<file path="src/rtl/text_write_arbiter.sv">
// text_write_arbiter: shares the single write port of the ASCII text-buffer controller between
// the CPU store path (requester 0) and the register-dump debug sequencer (requester 1). Adds a
// hardware clear-screen sequencer and drops out-of-range writes, flagging them in addr_err.
// Optional build macro TEXT_ARB_STATS_EN adds per-requester saturating write counters.
module text_write_arbiter #(
    parameter int unsigned       ADDR_W     = 13,
    parameter int unsigned       DATA_W     = 32,
    parameter int unsigned       TEXT_CELLS = 4800,
    parameter logic [DATA_W-1:0] BLANK_WORD = 32'h20FFFFFF
) (
    input  logic              clk,
    input  logic              rst,
    input  logic              cpu_req,
    input  logic [ADDR_W-1:0] cpu_addr,
    input  logic [DATA_W-1:0] cpu_data,
    output logic              cpu_ack,
    input  logic              dbg_req,
    input  logic [ADDR_W-1:0] dbg_addr,
    input  logic [DATA_W-1:0] dbg_data,
    output logic              dbg_ack,
    input  logic              clr_req,
    output logic              clr_busy,
    output logic              wr_en,
    output logic [ADDR_W-1:0] wr_addr,
    output logic [DATA_W-1:0] wr_data,
    output logic              addr_err
`ifdef TEXT_ARB_STATS_EN
    ,
    output logic [15:0]       cpu_wr_count,
    output logic [15:0]       dbg_wr_count
`endif
);

    typedef enum logic [1:0] {StIdle, StWrite, StClear} state_e;

    localparam logic [ADDR_W-1:0] LastCell = ADDR_W'(TEXT_CELLS - 1);

    state_e            state_q, state_d;
    logic              rr_last_q, rr_last_d;   // 1: debug was granted last
    logic              grant_q, grant_d;       // 1: debug owns the current write
    logic [ADDR_W-1:0] clr_cnt_q, clr_cnt_d;
    logic [ADDR_W-1:0] wr_addr_q, wr_addr_d;
    logic [DATA_W-1:0] wr_data_q, wr_data_d;
    logic              addr_err_q, addr_err_d;

    logic in_range;
    logic clr_last;
    logic pick_dbg;

    assign in_range = (wr_addr_q <= LastCell);
    assign clr_last = (clr_cnt_q == LastCell);
    // Debug wins when it is alone, or on a tie when the CPU was served last.
    assign pick_dbg = dbg_req & (~cpu_req | ~rr_last_q);

    // State register; async reset forces IDLE, which drops wr_en/acks/clr_busy at once.
    always_ff @(posedge clk or negedge rst) begin
        if (!rst) begin
            state_q <= StIdle;
        end else begin
            state_q <= state_d;
        end
    end

    // Next-state logic: clear has priority over requests, WRITE lasts exactly one cycle.
    always_comb begin
        state_d = state_q;
        unique case (state_q)
            StIdle: begin
                if (clr_req) begin
                    state_d = StClear;
                end else if (cpu_req || dbg_req) begin
                    state_d = StWrite;
                end
            end
            StWrite: state_d = StIdle;
            StClear: begin
                if (clr_last) begin
                    state_d = StIdle;
                end
            end
            default: state_d = StIdle;
        endcase
    end

    // Datapath next values: grant latching, clear address walk, sticky error.
    always_comb begin
        rr_last_d  = rr_last_q;
        grant_d    = grant_q;
        clr_cnt_d  = clr_cnt_q;
        wr_addr_d  = wr_addr_q;
        wr_data_d  = wr_data_q;
        addr_err_d = addr_err_q;
        unique case (state_q)
            StIdle: begin
                if (clr_req) begin
                    clr_cnt_d = '0;
                    wr_addr_d = '0;
                    wr_data_d = BLANK_WORD;
                end else if (cpu_req || dbg_req) begin
                    grant_d   = pick_dbg;
                    rr_last_d = pick_dbg;
                    wr_addr_d = pick_dbg ? dbg_addr : cpu_addr;
                    wr_data_d = pick_dbg ? dbg_data : cpu_data;
                end
            end
            StWrite: begin
                if (!in_range) begin
                    addr_err_d = 1'b1;
                end
            end
            StClear: begin
                // wr_addr tracks clr_cnt and keeps the last cleared cell once done.
                if (clr_last) begin
                    addr_err_d = 1'b0;
                end else begin
                    clr_cnt_d = clr_cnt_q + 1'b1;
                    wr_addr_d = clr_cnt_q + 1'b1;
                end
            end
            default: ;
        endcase
    end

    // Datapath registers.
    always_ff @(posedge clk or negedge rst) begin
        if (!rst) begin
            rr_last_q  <= 1'b1;
            grant_q    <= 1'b0;
            clr_cnt_q  <= '0;
            wr_addr_q  <= '0;
            wr_data_q  <= '0;
            addr_err_q <= 1'b0;
        end else begin
            rr_last_q  <= rr_last_d;
            grant_q    <= grant_d;
            clr_cnt_q  <= clr_cnt_d;
            wr_addr_q  <= wr_addr_d;
            wr_data_q  <= wr_data_d;
            addr_err_q <= addr_err_d;
        end
    end

    // Outputs decoded from state; a dropped write shows addr_err in its own ack cycle.
    always_comb begin
        cpu_ack  = 1'b0;
        dbg_ack  = 1'b0;
        wr_en    = 1'b0;
        clr_busy = 1'b0;
        addr_err = addr_err_q;
        unique case (state_q)
            StWrite: begin
                cpu_ack  = ~grant_q;
                dbg_ack  = grant_q;
                wr_en    = in_range;
                addr_err = addr_err_q | ~in_range;
            end
            StClear: begin
                wr_en    = 1'b1;
                clr_busy = 1'b1;
            end
            default: ;
        endcase
    end

    assign wr_addr = wr_addr_q;
    assign wr_data = wr_data_q;

`ifdef TEXT_ARB_STATS_EN
    logic [15:0] cpu_cnt_q, dbg_cnt_q;

    // Saturating counts of in-range writes issued per requester; untouched by clear.
    always_ff @(posedge clk or negedge rst) begin
        if (!rst) begin
            cpu_cnt_q <= '0;
            dbg_cnt_q <= '0;
        end else if (state_q == StWrite && in_range) begin
            if (!grant_q && cpu_cnt_q != 16'hFFFF) begin
                cpu_cnt_q <= cpu_cnt_q + 16'd1;
            end
            if (grant_q && dbg_cnt_q != 16'hFFFF) begin
                dbg_cnt_q <= dbg_cnt_q + 16'd1;
            end
        end
    end

    assign cpu_wr_count = cpu_cnt_q;
    assign dbg_wr_count = dbg_cnt_q;
`endif

endmodule

</file>
<file path="config.mk">
export PLATFORM = sky130hd
export DESIGN_NAME = text_write_arbiter
export DESIGN_NICKNAME = d
export VERILOG_FILES = /design/src/rtl/text_write_arbiter.sv
export SDC_FILE = /design/constraint.sdc
export NUM_CORES = 1
export LEC_CHECK = 0
export ABC_AREA = 1
export CORE_MARGIN = 2
export CORE_UTILIZATION = 47
export DETAILED_ROUTE_END_ITERATION = 12
export HOLD_SLACK_MARGIN = 0.02
export PLACE_DENSITY_LB_ADDON = 0.08
export REMOVE_ABC_BUFFERS = 1
export SKIP_CTS_REPAIR_TIMING = 1
export SLEW_MARGIN = 20
export SYNTH_ARGS = -nofsm -noshare
export SYNTH_HDL_FRONTEND = slang
export SYNTH_SLANG_ARGS = --single-unit
</file>
<file path="constraint.sdc">
create_clock -name clk -period 3.4 [get_ports clk]
set_input_delay 0.51 -clock clk [delete_from_list [all_inputs] [get_ports clk]]
set_output_delay 0.51 -clock clk [all_outputs]
set_load 0.1 [all_outputs]
</file>
---- Yosys cells after proc, flatten, opt, wreduce, memory -nomap -nowiden ----
Index checks and enable logic that the tools add are counted.
word-level totals
  flip-flop bits (word level) ............. 63
  output and inout bits ................... 50
  input port bits ......................... 95
  word-level logic and storage cells ...... 58
operators by class
  bitwise operators ....................... 8
  reduce and logical (&&, ||, !) cells .... 11
  mux-type cells .......................... 22
  order comparisons ....................... 1
  add/subtract/negate cells ............... 1
  eq/ne operators ......................... 8
operators by type and width
  operator                                                               count
  32-bit 2-to-1 mux                                                      3
  13-bit 2-to-1 mux                                                      5
  13-bit one-hot mux with 2 select lines                                 2
  13-bit by 1-bit adder with 13-bit output, second input constant        1
  13-bit equality test, second input constant                            1
  13-bit <= comparator, second input constant                            1
  3-bit AND reduction                                                    4
  2-bit inequality test, second input constant                           4
  1-bit 2-to-1 mux                                                       6
  2-bit 2-to-1 mux                                                       3
  2-bit nonzero test                                                     3
  1-bit inverter                                                         5
  1-bit one-hot mux with 2 select lines                                  2
  2-bit one-hot mux with 2 select lines                                  1
  2-bit AND reduction                                                    2
  3-bit inequality test, second input constant                           1
  2-bit by 1-bit equality test with 1-bit output, second input constant  1
  2-bit equality test, second input constant                             1
  2-bit logical NOT                                                      1
  1-bit OR                                                               2
  1-bit bitwise AND                                                      1
  1-bit logical OR                                                       1

---- Longest topological paths before layout ----
  depth after elaboration ................. 7
  gate-level depth with buffers ........... 11
  mapped depth without buffers ............ 11

---- Least setup slack after synthesis ----
Ideal clock, no wire load.
  path kind ............................... register to output
  start ................................... register state_q[0]
  end ..................................... output port wr_en
  data required time ...................... 2890 ps
  slack ................................... -803 ps
  stages on the path, launching flop included .. 5
  arrival time ............................ 3693 ps
  cells stage by stage .................... dfrtp_1 > inv_1 > ha_1 > inv_2 > a21boi_0
between the ends
  word-level cells in the longest chain between the ends .. 2
RTL lines
  element                                                                                       line  text
  start: declaration                                                                            38    state_e state_q, state_d;
  start signal: assignment                                                                      58    state_q <= StIdle;
  start signal: assignment                                                                      60    state_q <= state_d;
  2-bit equality test / 2-bit by 1-bit equality test with 1-bit output (equally long branches)  150   unique case (state_q)
  1-bit one-hot mux with 2 select lines (*)                                                     150
  end: declaration                                                                              23    output logic wr_en,
Every way passes the cells marked *; elsewhere a longest branch is shown, timed or not.

---- Worst setup path in the final report ----
Same ends and word-level chain as after synthesis.

==> run metrics <==
clock slew at reported path FFs 0.07 ns; Vias/cell 4.98; Max Cap Viol 0; WP buf/inv 3; DRT antenna net count 0; CP Cell Sequence inv_1 > ha_1 > inv_2 > a21boi_0 > buf_4; via count of the first global-routing pass 3,512; Area Overhead vs Synth 46.5%; Starting Density 48.8%; Total Wirelength 9930 µm; cell area after layout 5180 µm²; synth warn 0; Core ar. 7250 µm²; RSZ-0062 raised after global routing no; Slew HR 30.6%; CTS root buf clkbuf_8; ANT cells 0; Num CTS Buffers 9; Tcrit/Tclk final 78.2%; FF+latch count, synth 63; reg2reg setup slack 1.28 ns; most common cell in the netlist nand2_1; Setup violations, final 0; reg2reg end clr_cnt_q[1]; drt wl/cell 13.7 µm; required time worst endpoint 2.89 ns; Top delay family on crit path buffers and inverters; port bufs 144; Reg area 1580 µm²; Residual DRC 0; R2R depth 7; clk_skew 0.00972 ns; Final Max Slew Viols 0; crit-path max cell delay 0.52 ns; Longest Clk Path Bufs 2; Pwr per Cell Area 1030 nW/µm²; HPWL after DPL 7380 µm; Synth Area per Inst 7.39 µm²; hold crit path type primary input to asynchronous set/reset pin; chip height 90.8 µm; CP endpoint kind primary output; GRT busiest layer met2; Final GP Congestion 0.971; CTS tree built; synthesized cell area 3540 µm²; Vias 3,602; fraction of registers with async set/reset 100%; GR Layer Usage met1 30.6%; area used by multi-input combinational logic 1650 µm²; H-tree depth 3; first-pass GRT wire length 16,500 µm; GRT overflow 0; max frequency 376 MHz; die width 90.8 µm; Placed Area 5020 µm²; Tot Pwr 5350 µW; sequential fraction of the synthesis area 44.6%; Setup TNS Final 0 ns; Area contributors post-synth dfrtp_1 44%, nand2_1 15%, o21ai_0 8.2%, nand3_1 6.5%, inv_1 5.1%; Synth Instances 479; row cnt 31; initial drt markers 179; Layout fillers 575; GR Util met2 41.2%; Post-synth EDFFs 0; top cells by count, synth 146 x nand2_1, 62 x dfrtp_1, 58 x o21ai_0, 48 x inv_1, 46 x nand3_1; largest net degree at the start of global routing 47; Pleak 0.00228 µW; Crit Path Max Fanout 12; status finished clean; initial antenna violation count 0; area of the die 8240 µm²; First-pass DRT Iterations 4; FF-to-FF Start state_q[0]; min Tclk post-route 2.66 ns; NumNets Final 719; Worst Max-Slew Pin Slew 1.04 ns; num ports 145; Worst path slowest cell ha_1; arrival time worst endpoint 2.15 ns; Top FF cell, synth dfrtp_1; maximum vdd drop 0.756 mV; Clock Latency Late Sink 0.33 ns; top cell type by total area after synthesis dfrtp_1; final-report hold violation count 0; post-synth top area share 43.8%; crit path kind flop to primary output; Tot GR Track Use 24.8%; share of layout cells above drive strength 1 8.81%; Sink Count 63; hold_ws 0.229 ns; met3 Use GR 6.51%; critical path startpoint category flop; Distinct cells, synth 29
-- layout make-up --
class	instances	area share, %
Clock buffer	11	2.73
Clock inverter	4	0.434
Tap cell	99	2.39
Sequential cell	63	30.4
Multi-Input combinational cell	342	31.8
Inverter	55	3.98
Timing Repair Buffer	149	28.2
-- placed cells by master, fill, tap and decap left out, types with 9 or more instances in the layout --
| cell type | Yosys | routed |
|---|---|---|
| nand2_1 | 146 | 146 |
| clkdlybuf4s50_1 | 0 | 138 |
| dfrtp_1 | 62 | 62 |
| o21ai_0 | 58 | 58 |
| inv_1 | 48 | 48 |
| nand3_1 | 46 | 46 |
| nor2_1 | 34 | 34 |
| o21ai_1 | 11 | 11 |
| clkbuf_8 | 0 | 10 |
| buf_4 | 0 | 10 |
| nand2_2 | 9 | 9 |
-- state kept, by name, indices dropped and copies added, names as in the netlist --
| name | count |
|---|---|
| wr_data | 32 |
| wr_addr | 13 |
| state_q | 2 |
| addr_err_q | 1 |
| grant_q | 1 |
| rr_last_q | 1 |
| clr_cnt_q | 13 |
-- worst max-delay path by stage --
stage / from / depth (start not counted) / to
global placement: cpu_req / 6 / wr_data[4]
CTS: state_q[0] / 5 / wr_en
global route: state_q[0] / 5 / wr_en
detailed placement: cpu_req / 6 / wr_data[5]
finish: state_q[0] / 5 / wr_en
floorplan: state_q[0] / 4 / wr_en
-- report_power, final --
group	total, µW	internal (µW)	leakage, µW	switching, µW
combinational	3590	792	0.00144	2800
clock	558	277	0.0000850	282
sequential	1200	1030	0.000747	170
-- cells by family after synthesis --
group | after synthesis | synth area share [%]
flip-flops | 63 | 44.6
adder cells (fa/ha/maj) | 4 | 1.41
AO/OA/AOI/OAI | 92 | 14.6
AND/OR/NAND/NOR | 246 | 30.6
buffers and inverters | 74 | 8.77
-- through the flow --
stage / instances / utilization [%] / setup WS [ns]
floorplan: 460 / - / -1.02
global placement: 708 / 69.2 / 0.977
detailed placement: 708 / 69.2 / 0.897
CTS: 723 / 71.5 / 0.708
global route: 723 / 71.5 / 0.612
finish: 723 / 71.5 / 0.742
-- per-layer routing --
layer	wire, µm	up-vias
met4	191	0
met1	4190	1651
met2	4860	116
met3	681	19
li1	-	1816
met5	0	-
No activity file was read; power rests on OpenSTA's default activity.
